[src/rtl/bram_port_arbiter.sv]
// Two-port round-robin arbiter in front of a single-port BRAM, with burst-hold fairness,
// address checking and a latency-matched response pipeline. Optional counters: BRAM_ARB_STAT_EN.
module bram_port_arbiter #(
  parameter int ADDR_WIDTH = 12,
  parameter int DATA_WIDTH = 32,
  parameter int BRAM_DEPTH = 11,
  parameter int RD_LATENCY = 1,
  parameter int MAX_BURST  = 4
) (
  input  logic                    aclk,
  input  logic                    areset,
  input  logic                    in_p0_valid,
  output logic                    out_p0_ready,
  input  logic [ADDR_WIDTH-1:0]   in_p0_addr,
  input  logic [DATA_WIDTH/8-1:0] in_p0_we,
  input  logic [DATA_WIDTH-1:0]   in_p0_wdata,
  output logic                    out_p0_rsp_valid,
  output logic [DATA_WIDTH-1:0]   out_p0_rsp_rdata,
  output logic                    out_p0_rsp_err,
  input  logic                    in_p1_valid,
  output logic                    out_p1_ready,
  input  logic [ADDR_WIDTH-1:0]   in_p1_addr,
  input  logic [DATA_WIDTH/8-1:0] in_p1_we,
  input  logic [DATA_WIDTH-1:0]   in_p1_wdata,
  output logic                    out_p1_rsp_valid,
  output logic [DATA_WIDTH-1:0]   out_p1_rsp_rdata,
  output logic                    out_p1_rsp_err,
  output logic                    out_EN,
  output logic [DATA_WIDTH/8-1:0] out_WE,
  output logic [ADDR_WIDTH-1:0]   out_A,
  output logic [DATA_WIDTH-1:0]   out_Di,
  input  logic [DATA_WIDTH-1:0]   in_Do
`ifdef BRAM_ARB_STAT_EN
  ,
  input  logic                    in_stat_clr,
  output logic [31:0]             out_p0_cnt,
  output logic [31:0]             out_p1_cnt,
  output logic [31:0]             out_stall_cnt
`endif
);

  localparam int          WE_W    = DATA_WIDTH / 8;
  localparam int          BW      = $clog2(MAX_BURST + 1);
  localparam logic [31:0] DEPTH_U = BRAM_DEPTH;

  typedef enum logic {PORT0 = 1'b0, PORT1 = 1'b1} port_e;

  typedef struct packed {
    logic  valid;
    port_e port;
    logic  is_read;
    logic  err;
  } stage_t;

  port_e           owner_q, owner_d, sel;
  logic [BW-1:0]   burst_q, burst_d;
  stage_t          pipe_q [RD_LATENCY];
  stage_t          stage_in, rsp;
  logic            own_v, oth_v, serve, grant, err;
  logic [ADDR_WIDTH-1:0] sel_addr;
  logic [WE_W-1:0]       sel_we;
  logic [DATA_WIDTH-1:0] sel_wdata;

  always_ff @(posedge aclk or posedge areset) begin
    if (areset) begin
      owner_q <= PORT0;
      burst_q <= '0;
      for (int unsigned i = 0; i < RD_LATENCY; i++) pipe_q[i] <= '0;
    end else begin
      owner_q   <= owner_d;
      burst_q   <= burst_d;
      pipe_q[0] <= stage_in;
      for (int unsigned i = 1; i < RD_LATENCY; i++) pipe_q[i] <= pipe_q[i-1];
    end
  end

  // Owner keeps the port while under its burst allowance, or indefinitely if the other side is idle.
  always_comb begin
    owner_d = owner_q;
    burst_d = burst_q;
    serve   = 1'b0;
    sel     = owner_q;
    own_v   = (owner_q == PORT0) ? in_p0_valid : in_p1_valid;
    oth_v   = (owner_q == PORT0) ? in_p1_valid : in_p0_valid;
    if (own_v && ((burst_q < BW'(MAX_BURST)) || !oth_v)) begin
      serve = 1'b1;
      if (burst_q < BW'(MAX_BURST)) burst_d = burst_q + BW'(1);
    end else if (oth_v) begin
      serve   = 1'b1;
      sel     = (owner_q == PORT0) ? PORT1 : PORT0;
      owner_d = sel;
      burst_d = BW'(1);
    end else begin
      burst_d = '0;
    end
  end

  always_comb begin
    grant     = serve && !areset;
    sel_addr  = (sel == PORT0) ? in_p0_addr  : in_p1_addr;
    sel_we    = (sel == PORT0) ? in_p0_we    : in_p1_we;
    sel_wdata = (sel == PORT0) ? in_p0_wdata : in_p1_wdata;
    err       = (sel_addr[1:0] != 2'b00) || (32'(sel_addr[ADDR_WIDTH-1:2]) >= DEPTH_U);

    out_p0_ready = grant && (sel == PORT0);
    out_p1_ready = grant && (sel == PORT1);

    out_EN = 1'b0;
    out_WE = '0;
    out_A  = '0;
    out_Di = '0;
    if (grant && !err) begin
      out_EN = 1'b1;
      out_WE = sel_we;
      out_A  = sel_addr;
      out_Di = sel_wdata;
    end

    stage_in.valid   = grant;
    stage_in.port    = sel;
    stage_in.is_read = (sel_we == '0);
    stage_in.err     = err;
  end

  always_comb begin
    rsp              = pipe_q[RD_LATENCY-1];
    out_p0_rsp_valid = rsp.valid && (rsp.port == PORT0);
    out_p1_rsp_valid = rsp.valid && (rsp.port == PORT1);
    out_p0_rsp_err   = out_p0_rsp_valid && rsp.err;
    out_p1_rsp_err   = out_p1_rsp_valid && rsp.err;
    out_p0_rsp_rdata = (out_p0_rsp_valid && rsp.is_read && !rsp.err) ? in_Do : '0;
    out_p1_rsp_rdata = (out_p1_rsp_valid && rsp.is_read && !rsp.err) ? in_Do : '0;
  end

`ifdef BRAM_ARB_STAT_EN
  always_ff @(posedge aclk or posedge areset) begin
    if (areset) begin
      out_p0_cnt    <= '0;
      out_p1_cnt    <= '0;
      out_stall_cnt <= '0;
    end else if (in_stat_clr) begin
      out_p0_cnt    <= '0;
      out_p1_cnt    <= '0;
      out_stall_cnt <= '0;
    end else begin
      if (out_p0_ready) out_p0_cnt <= out_p0_cnt + 32'd1;
      if (out_p1_ready) out_p1_cnt <= out_p1_cnt + 32'd1;
      if ((in_p0_valid && !out_p0_ready) || (in_p1_valid && !out_p1_ready))
        out_stall_cnt <= out_stall_cnt + 32'd1;
    end
  end
`endif

endmodule

[config.mk]
export PLATFORM = sky130hd
export DESIGN_NAME = bram_port_arbiter
export DESIGN_NICKNAME = d
export VERILOG_FILES = /design/src/rtl/bram_port_arbiter.sv
export SDC_FILE = /design/constraint.sdc
export NUM_CORES = 1
export LEC_CHECK = 0
export ABC_AREA = 1
export ABC_CLOCK_PERIOD_IN_PS = 2200
export BUFFER_PORTS_ARGS = -buffer_cell sky130_fd_sc_hd__buf_4
export CAP_MARGIN = 20
export CORE_AREA = 5 5 93 95
export CTS_CLUSTER_DIAMETER = 80
export DETAILED_ROUTE_END_ITERATION = 6
export DIE_AREA = 0 0 98 100
export GPL_TIMING_DRIVEN = 0
export PLACE_DENSITY = 0.65
export SYNTH_ARGS = -nofsm -noshare
export SYNTH_HDL_FRONTEND = slang
export SYNTH_SLANG_ARGS = --single-unit
[constraint.sdc]
create_clock -name aclk -period 2.2 [get_ports aclk]
set_input_delay 0.22 -clock aclk [delete_from_list [all_inputs] [get_ports aclk]]
set_output_delay 0.22 -clock aclk [all_outputs]
set_load 0.01 [all_outputs]
# Yosys cells after proc, flatten, opt, wreduce, memory -nomap -nowiden
# Index checks and enable logic that the tools add are counted.
word_totals:
  ff_bits: 7
  latchBits: 0
  ram_bits: 0
  mem_bits_ro: 0
  input_bits: 132
  out_inout_bits: 119
  word_cells: 51
  memories: 0
op_classes:
  add_sub_neg: 1
  multipliers: 0
  n_div: 0
  order_cmp: 2
  n_eq_ne: 1
  shifts: 0
  n_mux: 19
  bitwise_logic: 2
  n_reduce_logical: 21
ops:
  columns: ["op", "n"]
  rows:
  - ["$mux 32", 4]
  - ["$mux 12", 2]
  - ["$logic_and 1x1->1", 13]
  - ["$ge 10x4->1 const B", 1]
  - ["$mux 1", 9]
  - ["$mux 4", 2]
  - ["$mux 3", 2]
  - ["$logic_not 1->1", 4]
  - ["$logic_not 4->1", 1]
  - ["$add 3x1->3 const B", 1]
  - ["$lt 3x3->1 const B", 1]
  - ["$logic_or 1x1->1", 2]
  - ["$ne 2x1->1 const B", 1]
  - ["$not 1->1", 2]
  - ["$reduce_bool 2->1", 1]

# Depth between registers and ports, before layout
logic_depth:
  word_depth: 11
  ltp_mapped: 14
  mapped_depth_nobuf: 13

# Least setup slack after synthesis
# OpenSTA, ideal clock, no wires.
synth_timing:
  path_kind: "reg2out"
  from: "reg pipe_q[2] (netlist name)"
  to: "out out_Di[25]"
  arrival_ns: 1.798
  t_required_ns: 1.980
  slack_ns: 0.182
  stages_incl_launch_ff: 14
  n_path_buf: 2
  path_cell_list: "dfrtp_1 -> inv_2 -> nand2_2 -> nand3_2 -> nand2_2 -> nand2_2 -> nand2_4 -> buf_6 -> o21ai_2 -> nand3_2 -> nor2_4 -> nand3_4 -> buf_6 -> nor2_2"
synth_rtl:
  columns: ["item", "line", "rtl"]
  rows:
  - ["end, declared", "31", "output logic [DATA_WIDTH-1:0] out_Di,"]

==> qor.yml <==
yosysWarningCount: 0
rsz0062_at_grt: "yes"
clock.fmax_mhz: 391.2
grt_overflow_total: 0
synth_seq_area_share_pct: 8.992
r2r_slack_ps: 170
finalSetupViolCount: 42
cp-start-kind: "flip-flop"
synth_edf_count: 0
clockBufferDepth: 2
cts_made_buffers: 3
num_antenna_cells: 0
path_max_fanout: 5
place.port_buffers: 242
power_density_mw_per_mm2: 539.8
worst_skew_pair.late_latency_ps: 230
start_util_pct: 25.47
dp_hpwl_mm: 8.132
p_leak_nw: 2.812
period_needed_ps: 2556
post-route-period-util_pct: 116.2
final_core_util_pct: 60.85
syn_area_mm2: 0.001948
wl_per_cell_um: 12.90
slew_viol_final: 0
vdd_drop_max_mv: 0.3201
rows: 32
ys_top_cells_by_area: "nand2_1 26%, inv_1 15%, nor2_1 14%"
vias_per_cell: 4.118
yosysTopAreaCellShare_pct: 25.63
grt_antenna_before_repair: 0
grt_start_max_net_pins: 11
dieArea_mm2: 0.009800
end_kind: "output port"
yosysTopAreaCell: "nand2_1"
critPathKind: "reg -> out"
cts_tree: "done"
grt_use_total_pct: 18.20
required_ps: 1980
final_net_count: 804
ant_nets: 0
drtIter0Drc: 50
holdWs_ps: 329.2
core_mm2: 0.007647
area_growth_pct: 138.9
maxCapViolCount: 0
arrival_ps: 2340
ys_types: 27
ios: 251
grt_pass1_wl_mm: 14.66
ys_top_cells_by_count: "133 x nand2_1, 80 x inv_1, 74 x nor2_1, 39 x nor2_2, 11 x buf_4"
layout_setup_ws_ps: -356.2
synthCells: 397
die_h_um: 100
grt_pass1_vias: 2992
finClkSkew_ps: 2.023
cts.reportedPaths.clkPinSlew_ps: 40
status: "complete, but fails checks"
hold_violations: 0
synth_area_per_cell_um2: 4.907
synth_ff_type: "dfrtp_1"
cts.sink_count: 7
synth.most_common_cell: "nand2_1"
cts_htree_levels: 1
drc: 0
num_vias: 3179
ys_ff_latch: 7
root_buffer: "clkbuf_8"
wirelength_mm: 9.961
gp_congestion: 0.8962
violations: "negative setup slack"
drive_above_1_share_pct: 53.58
firstDrtPassIters: 4
synth-async-reset-ratio_pct: 100.0
setup-tns-final_ps: -13030
die_w_um: 98
hp-class: "in -> reg"
cell families (layout without fill, tap and decap cells):
logic type / after synthesis / in the layout / share of synthesized area (%)
AO/OA/AOI/OAI: 8 / 8 / 2.569
flip-flops: 7 / 7 / 8.992
buffers and inverters: 109 / 375 / 25.11
multiplexers: 4 / 4 / 2.055
adder cells (fa/ha/maj): 1 / 1 / 0.6422
other: 1 / 8 / 0.1925
AND/OR/NAND/NOR: 267 / 267 / 60.44
power breakdown:
part           internal, W  switching (W)  leakage, nW  total, W
Clock             0.000125      0.0000547       0.0228  0.000180
Sequential        0.000172      0.0000494       0.0831  0.000221
Combinational     0.000885        0.00123         2.71   0.00211
Total              0.00118        0.00133         2.81   0.00251
repair_timing:
action	4_1_cts	5_1_grt
endpoints found under the hold margin	7	0
gates resized for setup	59	61
buffers inserted	13	2
hold buffers	1	0
endpoints found under the setup margin	44	43
cloned	3	1
pin swaps	2	15
layer usage:
layer | GRT usage (%) | routed length [um] | vias up
li1 | - | - | 1652
met1 | 18.77 | 3448 | 1366
met2 | 35.60 | 5423 | 150
met3 | 6.046 | 944 | 11
met4 | 3.727 | 144 | 0
met5 | 0 | 0 | -
state kept, by name, indices dropped and copies added (netlist names):
name	count
pipe_q	4
burst_q	3
final cells by class:
type | instances | area (um2)
Timing Repair Buffer | 262 | 2178
Multi-Input combinational cell | 288 | 1578
Buffer | 26 | 229.0
Fill cell | 709 | 2994
Tap cell | 102 | 127.6
Clock buffer | 4 | 45.04
Inverter | 83 | 319.1
Sequential cell | 7 | 176.4
placed cells by master (no fill, tap or decap), drive strengths merged:
cell type,instances
a21oi,1
buf,277
or2,2
nor2,114
inv,81
ha,1
conb,8
dfrtp,7
mux2i,4
dlygate4sd3,1
nand3,12
clkinv,2
o211ai,1
clkbuf,14
o21ai,6
nand2,137
nand3b,2
worst paths after layout:
check,from,end,cells after the start
worst max register to register,pipe_q[2],pipe_q[1],11
worst min register to register,burst_q[1],burst_q[1],2
worst min-delay path,in_p1_addr[6],pipe_q[0],5
max in group asynchronous,areset,pipe_q[2],3
min in group asynchronous,areset,burst_q[2],3
worst max-delay path,pipe_q[2],out_Di[15],15
stage by stage:
stage / instance area, um2 / instances / setup WS, ps / power, W
3_5_place_dp: 3919 / 748 / -244.8 / 0.001817
2_1_floorplan: 1974 / 404 / 181.6 / 0.001322
4_1_cts: 4380 / 769 / -306.8 / 0.002323
6_report: 4653 / 772 / -356.2 / 0.002512
5_1_grt: 4653 / 772 / -518.7 / 0.002767
3_3_place_gp: 3919 / 748 / -200.8 / 0.001784
critical path, cell delays in order, from the launching register on:
cell and delay, ps:
dfrtp_2 450, inv_4 100, nand2_4 70, nand3_4 90, nand3_4 140, buf_6 160, nand3_2 70, nand2_2 70
nor2_4 110, nand2_2 70, nor2_4 150, nand3_4 110, buf_12 150, clkbuf_16 160, nor2_4 100, buf_6 100
Note: power is estimated with default switching activity, not from simulation.
